## src/rtl/voice_allocator.sv

```systemverilog
// Polyphonic voice scheduler: maps note events onto NVOICES envelope generators,
// allocating free voices first and stealing the least-recently-allocated voice otherwise.
module voice_allocator #(
   parameter int unsigned NVOICES = 4,
   parameter int unsigned KEYW    = 7
) (
   input  logic                    clk,
   input  logic                    rst_b,
   input  logic                    ev_valid,
   output logic                    ev_ready,
   input  logic                    ev_on,
   input  logic [KEYW-1:0]         ev_key,
   input  logic [NVOICES-1:0]      voice_busy,
   output logic [NVOICES-1:0]      voice_note_on,
   output logic [NVOICES-1:0]      voice_note_off,
   output logic [NVOICES*KEYW-1:0] voice_key,
   output logic [NVOICES-1:0]      held,
   output logic                    steal
);

   localparam int unsigned IW = (NVOICES > 1) ? $clog2(NVOICES) : 1;

   typedef enum logic [2:0] {
      S_IDLE,
      S_DECODE,
      S_STEAL_OFF,
      S_STEAL_WAIT,
      S_ON_ISSUE,
      S_ARM,
      S_OFF_ISSUE
   } state_t;

   state_t                    state_q, state_d;
   logic                      cur_on_q, cur_on_d;
   logic [KEYW-1:0]           cur_key_q, cur_key_d;
   logic [IW-1:0]             tgt_q, tgt_d;
   logic [NVOICES-1:0]        held_q, held_d;
   logic [NVOICES*KEYW-1:0]   key_q, key_d;
   logic [IW-1:0]             age_q [NVOICES];
   logic [IW-1:0]             age_d [NVOICES];
   logic                      ready_q, ready_d;
   logic [NVOICES-1:0]        note_on_q, note_on_d;
   logic [NVOICES-1:0]        note_off_q, note_off_d;
   logic                      steal_q, steal_d;

   logic                      free_any, match_any;
   logic [IW-1:0]             free_idx, match_idx, old_idx, tgt_age;

   // Voice search: lowest free voice, lowest held voice matching cur_key, oldest voice.
   always_comb begin
      free_any  = 1'b0;
      match_any = 1'b0;
      free_idx  = '0;
      match_idx = '0;
      old_idx   = '0;
      tgt_age   = '0;
      for (int v = 0; v < int'(NVOICES); v++) begin
         if (!voice_busy[v] && !held_q[v] && !free_any) begin
            free_any = 1'b1;
            free_idx = IW'(v);
         end
         if (held_q[v] && (key_q[v*KEYW +: KEYW] == cur_key_q) && !match_any) begin
            match_any = 1'b1;
            match_idx = IW'(v);
         end
         if (age_q[v] == IW'(NVOICES - 1)) old_idx = IW'(v);
         if (tgt_q == IW'(v)) tgt_age = age_q[v];
      end
   end

   // Next-state and next-output logic.
   always_comb begin
      state_d   = state_q;
      cur_on_d  = cur_on_q;
      cur_key_d = cur_key_q;
      tgt_d     = tgt_q;
      held_d    = held_q;
      key_d     = key_q;
      age_d     = age_q;

      case (state_q)
         S_IDLE: begin
            if (ev_valid) begin
               cur_on_d  = ev_on;
               cur_key_d = ev_key;
               state_d   = S_DECODE;
            end
         end
         S_DECODE: begin
            if (cur_on_q) begin
               if (match_any) begin
                  state_d = S_IDLE;
               end else if (free_any) begin
                  tgt_d   = free_idx;
                  state_d = S_ON_ISSUE;
               end else begin
                  tgt_d   = old_idx;
                  state_d = S_STEAL_OFF;
               end
            end else if (match_any) begin
               tgt_d   = match_idx;
               state_d = S_OFF_ISSUE;
            end else begin
               state_d = S_IDLE;
            end
         end
         S_STEAL_OFF: begin
            for (int v = 0; v < int'(NVOICES); v++)
               if (tgt_q == IW'(v)) held_d[v] = 1'b0;
            state_d = S_STEAL_WAIT;
         end
         S_STEAL_WAIT: begin
            for (int v = 0; v < int'(NVOICES); v++)
               if (tgt_q == IW'(v) && !voice_busy[v]) state_d = S_ON_ISSUE;
         end
         S_ON_ISSUE: begin
            // Promote tgt to newest; everything younger than it ages by one.
            for (int v = 0; v < int'(NVOICES); v++) begin
               if (tgt_q == IW'(v)) begin
                  held_d[v]                = 1'b1;
                  key_d[v*KEYW +: KEYW]    = cur_key_q;
                  age_d[v]                 = '0;
               end else if (age_q[v] < tgt_age) begin
                  age_d[v] = age_q[v] + IW'(1);
               end
            end
            state_d = S_ARM;
         end
         S_ARM: begin
            for (int v = 0; v < int'(NVOICES); v++)
               if (tgt_q == IW'(v) && voice_busy[v]) state_d = S_IDLE;
         end
         S_OFF_ISSUE: begin
            for (int v = 0; v < int'(NVOICES); v++)
               if (tgt_q == IW'(v)) held_d[v] = 1'b0;
            state_d = S_IDLE;
         end
         default: state_d = S_IDLE;
      endcase

      // Moore outputs are registered from the next state so they line up with it.
      ready_d = (state_d == S_IDLE);
      steal_d = (state_d == S_STEAL_OFF);
      for (int v = 0; v < int'(NVOICES); v++) begin
         note_on_d[v]  = (state_d == S_ON_ISSUE) && (tgt_d == IW'(v));
         note_off_d[v] = (tgt_d == IW'(v)) &&
                         (((state_d == S_STEAL_OFF) && held_q[v]) || (state_d == S_OFF_ISSUE));
      end
   end

   always_ff @(posedge clk) begin
      if (!rst_b) begin
         state_q    <= S_IDLE;
         cur_on_q   <= 1'b0;
         cur_key_q  <= '0;
         tgt_q      <= '0;
         held_q     <= '0;
         key_q      <= '0;
         for (int v = 0; v < int'(NVOICES); v++) age_q[v] <= IW'(v);
         ready_q    <= 1'b1;
         note_on_q  <= '0;
         note_off_q <= '0;
         steal_q    <= 1'b0;
      end else begin
         state_q    <= state_d;
         cur_on_q   <= cur_on_d;
         cur_key_q  <= cur_key_d;
         tgt_q      <= tgt_d;
         held_q     <= held_d;
         key_q      <= key_d;
         age_q      <= age_d;
         ready_q    <= ready_d;
         note_on_q  <= note_on_d;
         note_off_q <= note_off_d;
         steal_q    <= steal_d;
      end
   end

   assign ev_ready       = ready_q;
   assign voice_note_on  = note_on_q;
   assign voice_note_off = note_off_q;
   assign voice_key      = key_q;
   assign held           = held_q;
   assign steal          = steal_q;

endmodule

```

## config.mk

```make
export PLATFORM = sky130hd
export DESIGN_NAME = voice_allocator
export DESIGN_NICKNAME = d
export VERILOG_FILES = /design/src/rtl/voice_allocator.sv
export SDC_FILE = /design/constraint.sdc
export NUM_CORES = 1
export LEC_CHECK = 0
export CORE_MARGIN = 2
export CORE_UTILIZATION = 53
export DETAILED_ROUTE_END_ITERATION = 12
export GPL_TIMING_DRIVEN = 0
export PLACE_DENSITY = 0.8
export REMOVE_ABC_BUFFERS = 1
export SYNTH_ARGS = -nofsm -noshare
export SYNTH_HDL_FRONTEND = slang
export SYNTH_SLANG_ARGS = --single-unit
```

## constraint.sdc

```tcl
create_clock -name clk -period 2.89 [get_ports clk]
set_clock_uncertainty 0.1 [all_clocks]
set_input_delay 0.4335 -clock clk [delete_from_list [all_inputs] [get_ports clk]]
set_output_delay 0.4335 -clock clk [all_outputs]
set_load 0.005 [all_outputs]
```

==> impl_metrics.toml, run 1 <==
[run_status]
status = "finished, final reports clean"

[critical_path]
cp_slowest_cell = "dfxtp_1"
end_kind = "register"
crit_path_max_incr_delay_ps = 760
cp-start-kind = "register"
worst-path-buf-inv = 1
critPathTopFamily = "flip-flops"
crit_type = "reg -> reg"
crit_arrival_ps = 2900
path_cells = "mux4_2 -> inv_1 -> ha_1 -> a211o_1 -> or3b_1 -> a21oi_1"
r2r_start = "tgt_q[0]"
critPathMaxFanout = 16
crit_path_start = "tgt_q[0]"
worstRegToRegCells = 6
worstPathRequired_ps = 3040
reg2reg_slack_ps = 140
reg2reg_to = "age_q[5]"

[floorplanning]
die_area_um2 = 6639
die_h_um = 81.48
pin_count = 57
initial_utilization_pct = 54.38
core-area_um2 = 5851
num_rows = 28
die_w_um = 81.48

[clock_tree]
cts_resized = 1
ctsHoldBuffers = 0
clock_latency_ps = 350
cts_setup_buffers = 0
clk_pin_slew_ps = 70
numCtsBuffers = 9
tritoncts = "built"
cts.htree.levels = 3
cts.sinks = 63
clockBufferDepth = 2
cts-root-buf = "clkbuf_8"

[synth]
yosys-top-cells-area = "dfxtp_1 40%, nand2_1 9.2%, a21oi_1 6.8%"
ys_warn_count = 0
yosysUniqueCellTypes = 61
synth_common_cells = "78 x nand2_1, 63 x dfxtp_1, 43 x a21oi_1"
ys.flop_type = "dfxtp_1"
synth_top_area_share_pct = 39.64
ys_ff_latch = 63
postSynthCellCount = 377
synth-seq-area-share_pct = 39.64
netlist_area_um2 = 3182
synth.avg_cell_area_um2 = 8.440
synth.most_common_cell = "nand2_1"
ys_async_sr_fraction_pct = 0
synth_top_cell_by_area = "dfxtp_1"
synth_edf_count = 0

[placed_design]
io_buffers = 56
globalplace.congestion = 0.9474
place_ws_ps = -465.2
dp_hpwl_um = 5541

[pwr]
p_sw_mw = 0.4589
p_leak_nw = 1.368
pwr-share-comb_pct = 9.5
p_int_mw = 1.361
clockPowerShare_pct = 39.7
power_mw = 1.820
seqPwrFrac_pct = 50.8
irDropWorstVdd_mv = 0.2985
p_per_area_nw_per_um2 = 467.8
swShare_pct = 25.21

[timing]
finalSetupViolations = 0
timing.final.crit_share_pct = 95.25
finalHoldViolations = 0
rsz0062_at_grt = "no"
final-max-slew-violation-count = 0
layout_min_cycle_time_ps = 2753
max_freq_mhz = 363.3
relSlewSlack_pct = 46.45
tightest_slew_ps = 800.3
post-route-worst-setup-slack_ps = 137.2

[cells_and_area]
areaGrowthSynthToFinish_pct = 22.26
layout-drive-gt1-share_pct = 7.294
layout.nets = 444
diodes = 0

[drt]
drt_iter0_drc = 289
routedWlPerCell_um = 15.77
viasPerCell = 5.828
drtPass1Iterations = 6
via_count = 2914
drc_errors = 0
ant_nets = 0
routed_wl_um = 7885

[min_path]
hp-start = "voice_key[0]"
hp-class = "reg -> reg"
min_path_cells = 2
min_to = "voice_key[0]"

[global_route]
grt_max_degree = 44
grt_pass1_wl_um = 12930
antenna_found_initial = 0
grt_use_total_pct = 25.79
grt_pass1_vias = 2685
grt-ovfl-total = 0

[job]
drv_cap = 0
-- worst min-delay path: stages, from the launching register on --
cell,delay (ps)
dfxtp_1,330
nand2_1,60
a21oi_1,50
-- how the worst max path moves through the flow --
| stage | end | slack [ps] | cells after the start |
|---|---|---|---|
| finish | age_q[5] | 140 | 6 |
| global route | age_q[5] | 10 | 6 |
| CTS | age_q[5] | 140 | 6 |
| detailed placement | ev_ready | -470 | 4 |
| global placement | ev_ready | -500 | 4 |
| floorplan | age_q[5] | 460 | 6 |
-- flip-flops by register name, indices dropped and copies added, names as in the netlist --
register and count:
cur_key_q 7, steal 1, age_q 8, voice_note_off 4, state_q 3, voice_key 28, ev_ready 1, tgt_q 2
held 4, cur_on_q 1, voice_note_on 4
-- cell type report --
cell class / instances / area, um^2
Fill cell: 495 / 1961
Multi-Input combinational cell: 285 / 1764
Sequential cell: 63 / 1261
Timing Repair Buffer: 56 / 560.5
Clock buffer: 14 / 182.7
Tap cell: 75 / 93.84
Inverter: 7 / 27.53
-- power groups by stage --
stage / Sequential, mW / Clock (mW) / Combinational (mW)
finish: 0.924 / 0.723 / 0.173
global route: 0.927 / 0.753 / 0.190
CTS: 0.923 / 0.721 / 0.172
detailed placement: 0.942 / 0 / 0.170
global placement: 0.941 / 0 / 0.167
floorplan: 0.930 / 0 / 0.115
-- layout by cell type (no fill, tap or decap), types with 3 or more instances in the layout --
cell type        instances
nand2_1                 78
dfxtp_1                 63
clkdlybuf4s50_1         56
a21oi_1                 43
xnor2_1                 22
nor2_1                  19
nand3_1                 13
clkbuf_8                13
o21ai_0                 10
nor3_1                   9
nand2b_1                 7
nand4_1                  7
ha_1                     7
inv_1                    6
xor2_1                   6
nor2b_1                  4
and3_1                   4
nor3b_1                  3
o211ai_1                 3
a211oi_1                 3
-- cell families (layout without fill, tap and decap cells) --
kind of cell             Yosys count  after routing  synth area share, %
buffers and inverters             29             77                5.112
adder cells (fa/ha/maj)            7              7                2.753
AO/OA/AOI/OAI                     86             86                18.13
multiplexers                       4              4                2.202
AND/OR/NAND/NOR                  160            160                24.46
flip-flops                        63             63                39.64
XOR/XNOR                          28             28                7.707
-- stage by stage --
stage          instance area (um^2)  hold slack [ps]  setup TNS [ps]  cells  utilization, %
5_1_grt                        3890            406.2               0    500           66.49
4_1_cts                        3884            386.9               0    500           66.38
2_1_floorplan                  3045            376.0               0    355               -
6_report                       3890            383.7               0    500           66.49
3_3_place_gp                   3700            374.1           -5346    486           63.24
3_5_place_dp                   3700            377.9           -4638    486           63.24
-- layer usage --
metal	part of all wire [%]	vias to the layer above	GRT usage (%)
met3	5.8	24	5.714
met1	44	1356	33.73
li1	-	1407	-
met4	2.9	0	12.37
met2	47	127	40.41
met5	0	-	0
(Power assumes the default switching activity.)
==> run 2, diff against run 1 <==
clock period = 2.7 ns   (was 2.89 ns; I/O delays follow)
==> run 2 against run 1 <==
Flip-flop and latch count did not move. Fmax increased by 7.5%. Sequential power grew 7.0%. Worst setup slack better by 2.1 ps. Global-route usage is the same.
==> impl_metrics.toml, run 2 (synthesized netlist as in run 1, its figures left out) <==
[clock_tree]
clk_pin_slew_ps = 70
tritoncts = "built"
cts.htree.levels = 3
clock_latency_ps = 340
numCtsBuffers = 9
cts.sinks = 63
clockBufferDepth = 2
cts-root-buf = "clkbuf_8"

[critical_path]
crit_arrival_ps = 2700
r2r_start = "cur_key_q[3]"
cp-start-kind = "register"
end_kind = "register"
critPathMaxFanout = 9
reg2reg_to = "voice_note_off[3]"
worstPathRequired_ps = 2840
worstRegToRegCells = 7
crit_type = "reg -> reg"
reg2reg_slack_ps = 140

[placed_design]
io_buffers = 56
dp_hpwl_um = 5541
globalplace.congestion = 0.9474

[drt]
met3_length_um = 479
routedWlPerCell_um = 15.68
top_layer_used = "met4"
wl_met2_um = 3728
via_count = 2880
drt_iter0_drc = 282
drtPass1Iterations = 5
viasPerCell = 5.760
drc_errors = 0
wl_met1_um = 3443
ant_nets = 0
routed_wl_um = 7838

[cells_and_area]
areaGrowthSynthToFinish_pct = 22.65
largest_register_ffs = 28
layout-drive-gt1-share_pct = 8.471
diodes = 0
fill_cells = 491
final_common_cell = "nand2_1"
layout.nets = 444
final_cell_mix = "78 x nand2_1, 60 x dfxtp_1, 56 x clkdlybuf4s50_1, 43 x a21oi_1, 22 x xnor2_1"

[pwr]
p_leak_nw = 1.370
swShare_pct = 25.03
clockPowerShare_pct = 39.6
p_per_area_nw_per_um2 = 498.3
p_sw_mw = 0.4867
irDropWorstVdd_mv = 0.3186
seqPwrFrac_pct = 50.9
power_mw = 1.945
pwr-share-comb_pct = 9.6
p_int_mw = 1.458

[floorplanning]
die_w_um = 81.48
num_rows = 28
die_area_um2 = 6639
die_h_um = 81.48
initial_utilization_pct = 54.38
core-area_um2 = 5851
pin_count = 57

[global_route]
grt-ovfl-total = 0
grt_pass1_vias = 2685
grt_pass1_wl_um = 12930
grt_use_total_pct = 25.79
grt_max_degree = 44
antenna_found_initial = 0

[timing]
max_freq_mhz = 390.5
relSlewSlack_pct = 47.36
rsz0062_at_grt = "no"
timing.final.crit_share_pct = 94.84
finalSetupViolations = 0
final-max-slew-violation-count = 0
layout_min_cycle_time_ps = 2561
setup_tns_ps = 0
finalHoldViolations = 0
tightest_slew_ps = 786.7

[min_path]
min_to = "voice_key[0]"
min_path_cells = 2
hp-start = "voice_key[0]"
hp-class = "reg -> reg"

[run_status]
status = "finished, final reports clean"

[job]
drv_cap = 0
[run 2: cell type report]
type	instances	area (um^2)	area share (%)
multi-input cells	285	1773	45.43
flip-flops and latches	63	1265	32.41
repair buffers	56	560.5	14.36
clock buffers	14	182.7	4.681
well taps	75	93.84	2.405
inverters	7	27.53	0.7054
[run 2: repair_timing]
| item | in CTS | in global routing |
|---|---|---|
| hold buffers | 0 | 0 |
| buffers inserted | 0 | 0 |
| resized for setup | 2 | 4 |
| setup endpoints to repair | 10 | 10 |
[run 2: critical path, stage by stage (launching register included)]
cell	delay [ps]
dfxtp_1	580
xor2_1	240
nor4_2	70
and4_4	190
or4_4	430
and3_4	200
a2111oi_4	410
and4bb_1	240
[run 2: worst max-delay path by stage]
stage,startpoint,to,cells past startpoint,slack [ps]
final,cur_key_q[3],voice_note_off[3],7,140
after global routing,cur_key_q[3],voice_note_off[3],7,6
after CTS,cur_key_q[5],voice_note_off[3],7,80
after detailed placement,rst_b,ev_ready,4,-630
after global placement,rst_b,ev_ready,4,-660
after floorplan,tgt_q[0],age_q[5],6,270
[run 2: power groups by stage]
| stage | combinational [mW] | clock [mW] | sequential, mW |
|---|---|---|---|
| final | 0.186 | 0.769 | 0.989 |
| after global routing | 0.204 | 0.806 | 0.993 |
| after CTS | 0.184 | 0.772 | 0.988 |
| after detailed placement | 0.182 | 0 | 1.01 |
| after global placement | 0.178 | 0 | 1.01 |
| after floorplan | 0.123 | 0 | 0.996 |
[run 2: through the flow]
stage               instances  worst slack (ps)  hold slack [ps]  utilization [%]  instance area (um^2)
finish                    500             139.3            383.7            66.70                  3902
global route              500             5.552            406.2            66.70                  3902
CTS                       500             79.78            386.9            66.40                  3885
detailed placement        486            -626.7            377.9            63.24                  3700
global placement          486            -664.9            374.1            63.24                  3700
floorplan                 355             269.9            376.0                -                  3045
[run 2: routing by layer]
layer	vias to the layer above	global-route usage, %
met5	-	0
met4	0	12.37
met3	19	5.714
met2	114	40.41
met1	1339	33.73
li1	1408	-
==> run 3, diff against run 2 <==
==> constraint.sdc (replaced) <==
create_clock -name clk -period 2.7 [get_ports clk]
set_clock_uncertainty 0.1 [all_clocks]
set_input_delay 0.405 -clock clk [delete_from_list [all_inputs] [get_ports clk]]
set_output_delay 0.405 -clock clk [all_outputs]
set_load 0.01 [all_outputs]
==> results of run 3 <==
The final DEF is identical to that of run 2. Status: finished, final reports clean.
Main changes from that run: total power 1.945 mW -> 1.946 mW; worst IR drop on VDD 0.3186 mV -> 0.3187 mV
